<file path="config.mk">
export PLATFORM = sky130hd
export DESIGN_NAME = router_pkt_reader
export DESIGN_NICKNAME = d
export VERILOG_FILES = /design/src/rtl/router_pkt_reader.sv
export SDC_FILE = /design/constraint.sdc
export NUM_CORES = 1
export LEC_CHECK = 0
export BUFFER_PORTS_ARGS = -buffer_cell sky130_fd_sc_hd__buf_2
export CORE_MARGIN = 5
export CORE_UTILIZATION = 45
export CTS_BUF_LIST = sky130_fd_sc_hd__clkbuf_8
export CTS_CLUSTER_DIAMETER = 30
export CTS_CLUSTER_SIZE = 24
export DETAILED_ROUTE_END_ITERATION = 12
export PLACE_DENSITY_LB_ADDON = 0.12
export SLEW_MARGIN = 0
export SYNTH_ARGS = -nofsm -noshare
export SYNTH_HDL_FRONTEND = slang
export SYNTH_SLANG_ARGS = --single-unit
</file>
<file path="constraint.sdc">
create_clock -name clock -period 8.5 [get_ports clock]
set_clock_uncertainty 0.15 [all_clocks]
set_input_delay 1.7 -clock clock [delete_from_list [all_inputs] [get_ports clock]]
set_output_delay 1.7 -clock clock [all_outputs]
set_load 0.005 [all_outputs]
</file>
<file path="src/rtl/router_pkt_reader.sv">
// router_pkt_reader: drains header/payload/parity packets from a router FIFO into a 2-entry skid buffer feeding a valid/ready port
module router_pkt_reader #(
  parameter int TIMEOUT = 30,
  parameter int DATA_W = 8
) (
  input  logic              clock,
  input  logic              reset,
  input  logic              fifo_empty,
  input  logic [DATA_W-1:0] fifo_data,
  output logic              fifo_read_en,
  output logic              fifo_soft_reset,
  input  logic              dst_ready,
  output logic              dst_valid,
  output logic [DATA_W-1:0] dst_data,
  output logic              dst_sop,
  output logic              dst_eop,
  output logic              pkt_done,
  output logic              parity_err,
  output logic              timeout_err,
  output logic              busy
);
  localparam int CW = $clog2(TIMEOUT);
  localparam logic [CW-1:0] LIM = CW'(TIMEOUT - 1);
  typedef enum logic [1:0] {IDLE, WAIT_HDR, STREAM, DRAIN} state_t;
  state_t state, state_nxt;
  logic [DATA_W+1:0] head, tail, in_entry;
  logic [1:0] occ;
  logic pend, pend_last;
  logic [6:0] remaining;
  logic [DATA_W-1:0] parity_acc;
  logic [CW-1:0] stall_cnt;
  logic pop, stall, timeout, perm;
  assign dst_valid = occ != 2'd0;
  assign {dst_sop, dst_eop, dst_data} = head;
  assign pop = dst_valid && dst_ready;
  assign stall = dst_valid && !dst_ready;
  assign timeout = stall && stall_cnt == LIM;
  assign fifo_soft_reset = timeout;
  assign timeout_err = timeout;
  assign pkt_done = pop && dst_eop;
  assign busy = state != IDLE || dst_valid;
  // counts the byte still in flight from the FIFO so a push always has room
  assign perm = ({1'b0, occ} - {2'b0, pop} + {2'b0, pend}) < 3'd2;
  assign in_entry = {state == WAIT_HDR, pend_last, fifo_data};
  always_comb begin
    state_nxt = state;
    fifo_read_en = 1'b0;
    case (state)
      IDLE: begin
        fifo_read_en = !fifo_empty;
        state_nxt = fifo_empty ? IDLE : WAIT_HDR;
      end
      WAIT_HDR: state_nxt = STREAM;
      STREAM: begin
        fifo_read_en = remaining != 7'd0 && perm && !fifo_empty;
        state_nxt = pend && pend_last ? DRAIN : STREAM;
      end
      DRAIN: begin
        fifo_read_en = pkt_done && !fifo_empty;
        state_nxt = !pkt_done ? DRAIN : fifo_empty ? IDLE : WAIT_HDR;
      end
      default: state_nxt = IDLE;
    endcase
    if (timeout) begin
      fifo_read_en = 1'b0;
      state_nxt = IDLE;
    end
  end
  always_ff @(posedge clock) begin
    if (reset) state <= IDLE;
    else state <= state_nxt;
  end
  always_ff @(posedge clock) begin
    if (reset || timeout) begin
      head <= '0;
      tail <= '0;
      occ <= 2'd0;
      pend <= 1'b0;
      pend_last <= 1'b0;
      remaining <= 7'd0;
      parity_acc <= '0;
      stall_cnt <= '0;
      parity_err <= 1'b0;
    end else begin
      pend <= fifo_read_en;
      pend_last <= fifo_read_en && state == STREAM && remaining == 7'd1;
      if (fifo_read_en && state == STREAM) remaining <= remaining - 7'd1;
      else if (pend && state == WAIT_HDR) remaining <= {1'b0, fifo_data[7:2]} + 7'd1;
      if (pend && state == WAIT_HDR) parity_acc <= fifo_data;
      else if (pend && !pend_last) parity_acc <= parity_acc ^ fifo_data;
      parity_err <= pend && pend_last && fifo_data != parity_acc;
      stall_cnt <= stall ? stall_cnt + 1'b1 : '0;
      if (pend && !pop) begin
        if (occ == 2'd0) head <= in_entry;
        else tail <= in_entry;
        occ <= occ + 2'd1;
      end else if (!pend && pop) begin
        head <= tail;
        occ <= occ - 2'd1;
      end else if (pend && pop) begin
        head <= occ == 2'd2 ? tail : in_entry;
        tail <= in_entry;
      end
    end
  end
endmodule

</file>
# Yosys cells after proc, flatten, opt, wreduce, memory -nomap -nowiden

Cells that the tools add are included.

Register bits after elaboration: 47
Input port bits: 12

Add/sub/neg operators: 7
Magnitude comparators: 1
Equality and inequality tests: 10
Mux-type cells: 21
Bitwise logic cells: 2
Reduce and logical (&&, ||, !) cells: 37

Operators by type and width:

| operator                                                                     | number |
|---|---|
| 10-bit two-way mux                                                           | 9 |
| 1-bit logical AND                                                            | 16 |
| 8-bit two-way mux                                                            | 2 |
| 7-bit two-way mux                                                            | 2 |
| 2-bit nonzero test                                                           | 6 |
| 8-bit inequality test                                                        | 1 |
| 2-bit one-hot mux with 4 select lines                                        | 1 |
| 8-bit bitwise XOR                                                            | 1 |
| 6-bit by 1-bit adder with 7-bit output, second input constant                | 1 |
| 7-bit by 1-bit == test with 1-bit output, second input constant              | 1 |
| 7-bit nonzero test                                                           | 1 |
| 7-bit by 1-bit subtractor with 7-bit output, second input constant           | 1 |
| 2-bit == test, second input constant                                         | 3 |
| 2-bit two-way mux                                                            | 3 |
| 5-bit by 1-bit adder with 5-bit output, second input constant                | 1 |
| 5-bit == test, second input constant                                         | 1 |
| 1-bit zero test                                                              | 5 |
| 2-bit zero test                                                              | 2 |
| 2-bit inequality test, second input constant                                 | 2 |
| 2-bit OR reduction                                                           | 2 |
| 3-bit by 1-bit adder with 3-bit output                                       | 1 |
| 3-bit by 2-bit less-than comparator with 1-bit output, second input constant | 1 |
| 1-bit two-way mux                                                            | 3 |
| 1-bit one-hot mux with 3 select lines                                        | 1 |
| 10 further kinds                                                             | 11 |

# Depth between registers and ports, before layout

Depth in word-level cells: 11
Mapped depth: 11
Mapped depth without buffers: 10

# Worst setup path before layout

No wires, ideal clock.

Path kind: input -> output
Start: input port dst_ready
End: output port fifo_read_en
Arrival time: 3.623 ns
Setup slack: 3.027 ns
Stages on the path: 8
Buffers on the path: 1
Cells stage by stage: and2_1 ha_1 nand2b_1 fa_1 nand2b_4 a211o_1 buf_6 a311oi_1

Longest elaborated chain between the ends: 8
Elaborated cells on any way between the ends: 13

Ends and longest elaborated chain:

| element                                               | RTL line | RTL |
|---|---|---|
| from (decl)                                           | 12       | `input logic dst_ready,` |
| 1-bit logical AND                                     | 35       | `assign pop = dst_valid && dst_ready;` |
| 2-bit by 1-bit subtractor with 3-bit output           | 43       | `assign perm = ({1'b0, occ} - {2'b0, pop} + {2'b0, pend}) < 3'd2;` |
| 3-bit by 1-bit adder with 3-bit output                | 43       |  |
| 3-bit by 2-bit less-than comparator with 1-bit output | 43       |  |
| 1-bit logical AND (2 in series)                       | 55       | `fifo_read_en = remaining != 7'd0 && perm && !fifo_empty;` |
| 1-bit one-hot mux with 3 select lines                 | 48       | `case (state)` |
| 1-bit two-way mux (*)                                 | 64       | `if (timeout) begin` |
| to (decl)                                             | 10       | `output logic fifo_read_en,` |

Every way passes the cells marked *; elsewhere a longest branch is shown, timed or not.

# Worst setup path in the final report

Same ends and word-level chain as after synthesis.

==> metrics <==
outcome completed; most used cell, CP buf_2; Clk pwr share between 20% and 30%; syn_nets between 300 and 400; length of the first detailed-routing pass in iterations 4; worst slew pin tran ~1.1 ns; asr flop ratio synth 0%; Place WS approximately 2.7 ns; Starting Density approximately 46%; Die W about 85 um; Clock Tree Buf Depth 2; area grow syn2layout 10.6%; fin cells ~380; synthesized cell area ~2500 um^2; Hold/Removal Path Class reg -> reg; Buf/Inv on CP 2; Seq pwr share about 40%; register clock-pin slew on the reported worst setup and hold paths about 0.08 ns; Post-synth EDFFs 0; Fin Setup TNS 0 ns; maximum vdd drop around 0.1 mV; DR vias 2049; CTS-repair resized insts 0; Buffers on Ports 28; RD Place Congestion a little over 0.8; Final Power about 0.00073 W; sw frac around 36%; Vias/cell 5.41; Routed Antenna Nets 0; I/O Pins 29; relative slew slack 26.3%; first-pass GRT wire length ~9500 um; Power Density between 200 and 300 nW/um^2; drt drc 0; Synth Warn # 0; Setup Crit Path Kind in -> out; hold slack approximately 0.33 ns; postcts setup bufs 0; CTS buffer count 5; initial antenna violation count 0; layout cells sized above 1 15.3%; Rows 27; internal power around 0.00047 W; Post-Synthesis Cells between 200 and 300; Core ar. between 5000 and 6000 um^2; clk root buf clkbuf_8; Seq/Total Area, Yosys 37.2%; predominant post-synthesis flop cell dfxtp_1; f_max approximately 0.17 GHz; antenna cells 0; worst reg2reg path startpoint occ[1]$_SDFFE_PP0N_; Netlist cell types 46; Die Span Y 85.0 um; footprint of the multi-input gates ~1500 um^2; clk sinks between 40 and 50; largest net degree at the start of global routing 39; register area 941 um^2; Switch Pwr around 0.00026 W; worst-path maximum fanout 10; Nets ~330; HP Start stall_cnt[0]$_SDFF_PP0_; Pleak between 1 and 1.5 nW; Setup Viol. Count Final 0; slowest cell delay on critical path between 0.5 and 0.6 ns; total routed wirelength roughly 5400 um; Crit path max-delay family adder cells; critical path's slowest cell fa_1; Critical Path RT approximately 6.7 ns; wire per inst 14.2 um; drt initial violations 107; vias in the first global route 2043; Arr. time, crit path roughly 4 ns; Gate power share roughly 37%; DP HPWL a little under 4000 um; fin crit period ~5.8 ns; crit path from dst_ready; Post-Place Cells approximately 370; Post-CTS Hold Buffers 0; fin. max-slew vios 0; most frequent cells in the layout dfxtp_1 (47), nor2_1 (42), buf_2 (28); CP Cell Sequence buf_2, and2_1, ha_1, nand2b_1, fa_1, nand2b_4, a211o_1, a311oi_1, buf_2; total gr overflow 0; TritonCTS clock tree done; #FFs+latches synth between 40 and 50; final worst slack around 2.7 ns; Worst-Skew Late Latency roughly 0.30 ns; final worst path period share between 60 and 70%; CP Capture Type output pin; RSZ-0062 raised after global routing false; Max Cap Viol 0; Avg Cell Area, Syn between 8 and 9 um^2; die area roughly 7200 um^2; GRT Util Overall approximately 16%; H-Tree Depth 2; fillcell total ~560; Final Hold Viols 0; Worst Setup Start Kind input port; most common cell after layout, fill and taps aside dfxtp_1
## per-stage QoR
step           utilization [%]  area [um^2]
6_report                  51.2         2800
5_1_grt                   51.2         2800
4_1_cts                   51.2         2800
3_5_place_dp              49.1         2690
3_3_place_gp              49.1         2690
2_1_floorplan                -         2530
## sequential cells by signal, summed over array words and instances (netlist names)
name / flops
pend: 1
parity_acc: 8
stall_cnt: 5
head: 10
parity_err: 1
state: 2
pend_last: 1
remaining: 7
occ: 2
tail: 10
## final timing paths
| path | to | slack [ns] | cells past startpoint |
|---|---|---|---|
| max | fifo_read_en | 2.66 | 9 |
| min | stall_cnt[0]$_SDFF_PP0_ | 0.33 | 1 |
| max reg2reg | remaining[2]$_SDFFE_PP0P_ | 5.11 | 10 |
| min reg2reg | stall_cnt[0]$_SDFF_PP0_ | 0.33 | 1 |
## routing by layer
metal  global-route usage (%)  vias to the layer above  routed length, um
li1                         -                     1047                  -
met1                     21.1                      946               2560
met2                     25.6                       47               2460
met3                     3.50                        9                282
met4                     5.90                        0                105
met5                        0                        -                  0
## synthesized netlist by cell type, types with 2 or more instances
master     number  share of area (%)
or2_2           3               0.74
nor2b_1         5                1.2
and2_1          2               0.49
nand4_1         4               0.99
buf_4           2               0.59
buf_6           2               0.89
o21ai_0         7                1.4
and3_1          2               0.49
o311ai_0        3                1.0
dfxtp_1        47                 37
nor3_1          4               0.79
o211ai_1       10                3.0
a21oi_1         4               0.79
nor2_1         42                6.2
xor2_1         14                4.8
nand2_1        15                2.2
clkbuf_1       15                2.2
mux2i_1        20                7.9
o21bai_1        2               0.59
a31oi_1         5                1.2
xnor2_1        10                3.5
nand3b_1        3               0.89
o2111ai_1       2               0.69
inv_1          10                1.5
buf_2           3               0.59
a211oi_1       16                4.7
nand3_1         9                1.8
nor4_1          2               0.49
nand2b_1        2               0.49
ha_1            9                4.4
## cell families (layout without fill, tap and decap cells)
family	count (synthesis)	after routing	share of synthesized area, %
AND/OR/NAND/NOR	100	100	19.5
AO/OA/AOI/OAI	56	56	16.0
flip-flops	47	47	37.2
buffers and inverters	33	50	5.93
XOR/XNOR	24	24	8.30
multiplexers	20	20	7.91
adder cells (fa/ha/maj)	10	10	5.24
## power by group through the flow
stage	logic, W	registers [W]	clock network [W]
2_1_floorplan	0.000200	0.000293	0
3_5_place_dp	0.000274	0.000298	0
5_1_grt	0.000306	0.000299	0.000185
3_3_place_gp	0.000268	0.000296	0
6_report	0.000270	0.000292	0.000170
4_1_cts	0.000274	0.000293	0.000173
## area by class of cell
cell class	instances	share of cell area (%)
repair buffers	31	5.81
clock inverters	3	1.70
well taps	72	3.22
clock buffers	5	2.46
multi-input cells	210	51.8
flip-flops and latches	47	33.6
inverters	11	1.47
Note: power is estimated with default switching activity, not from simulation.
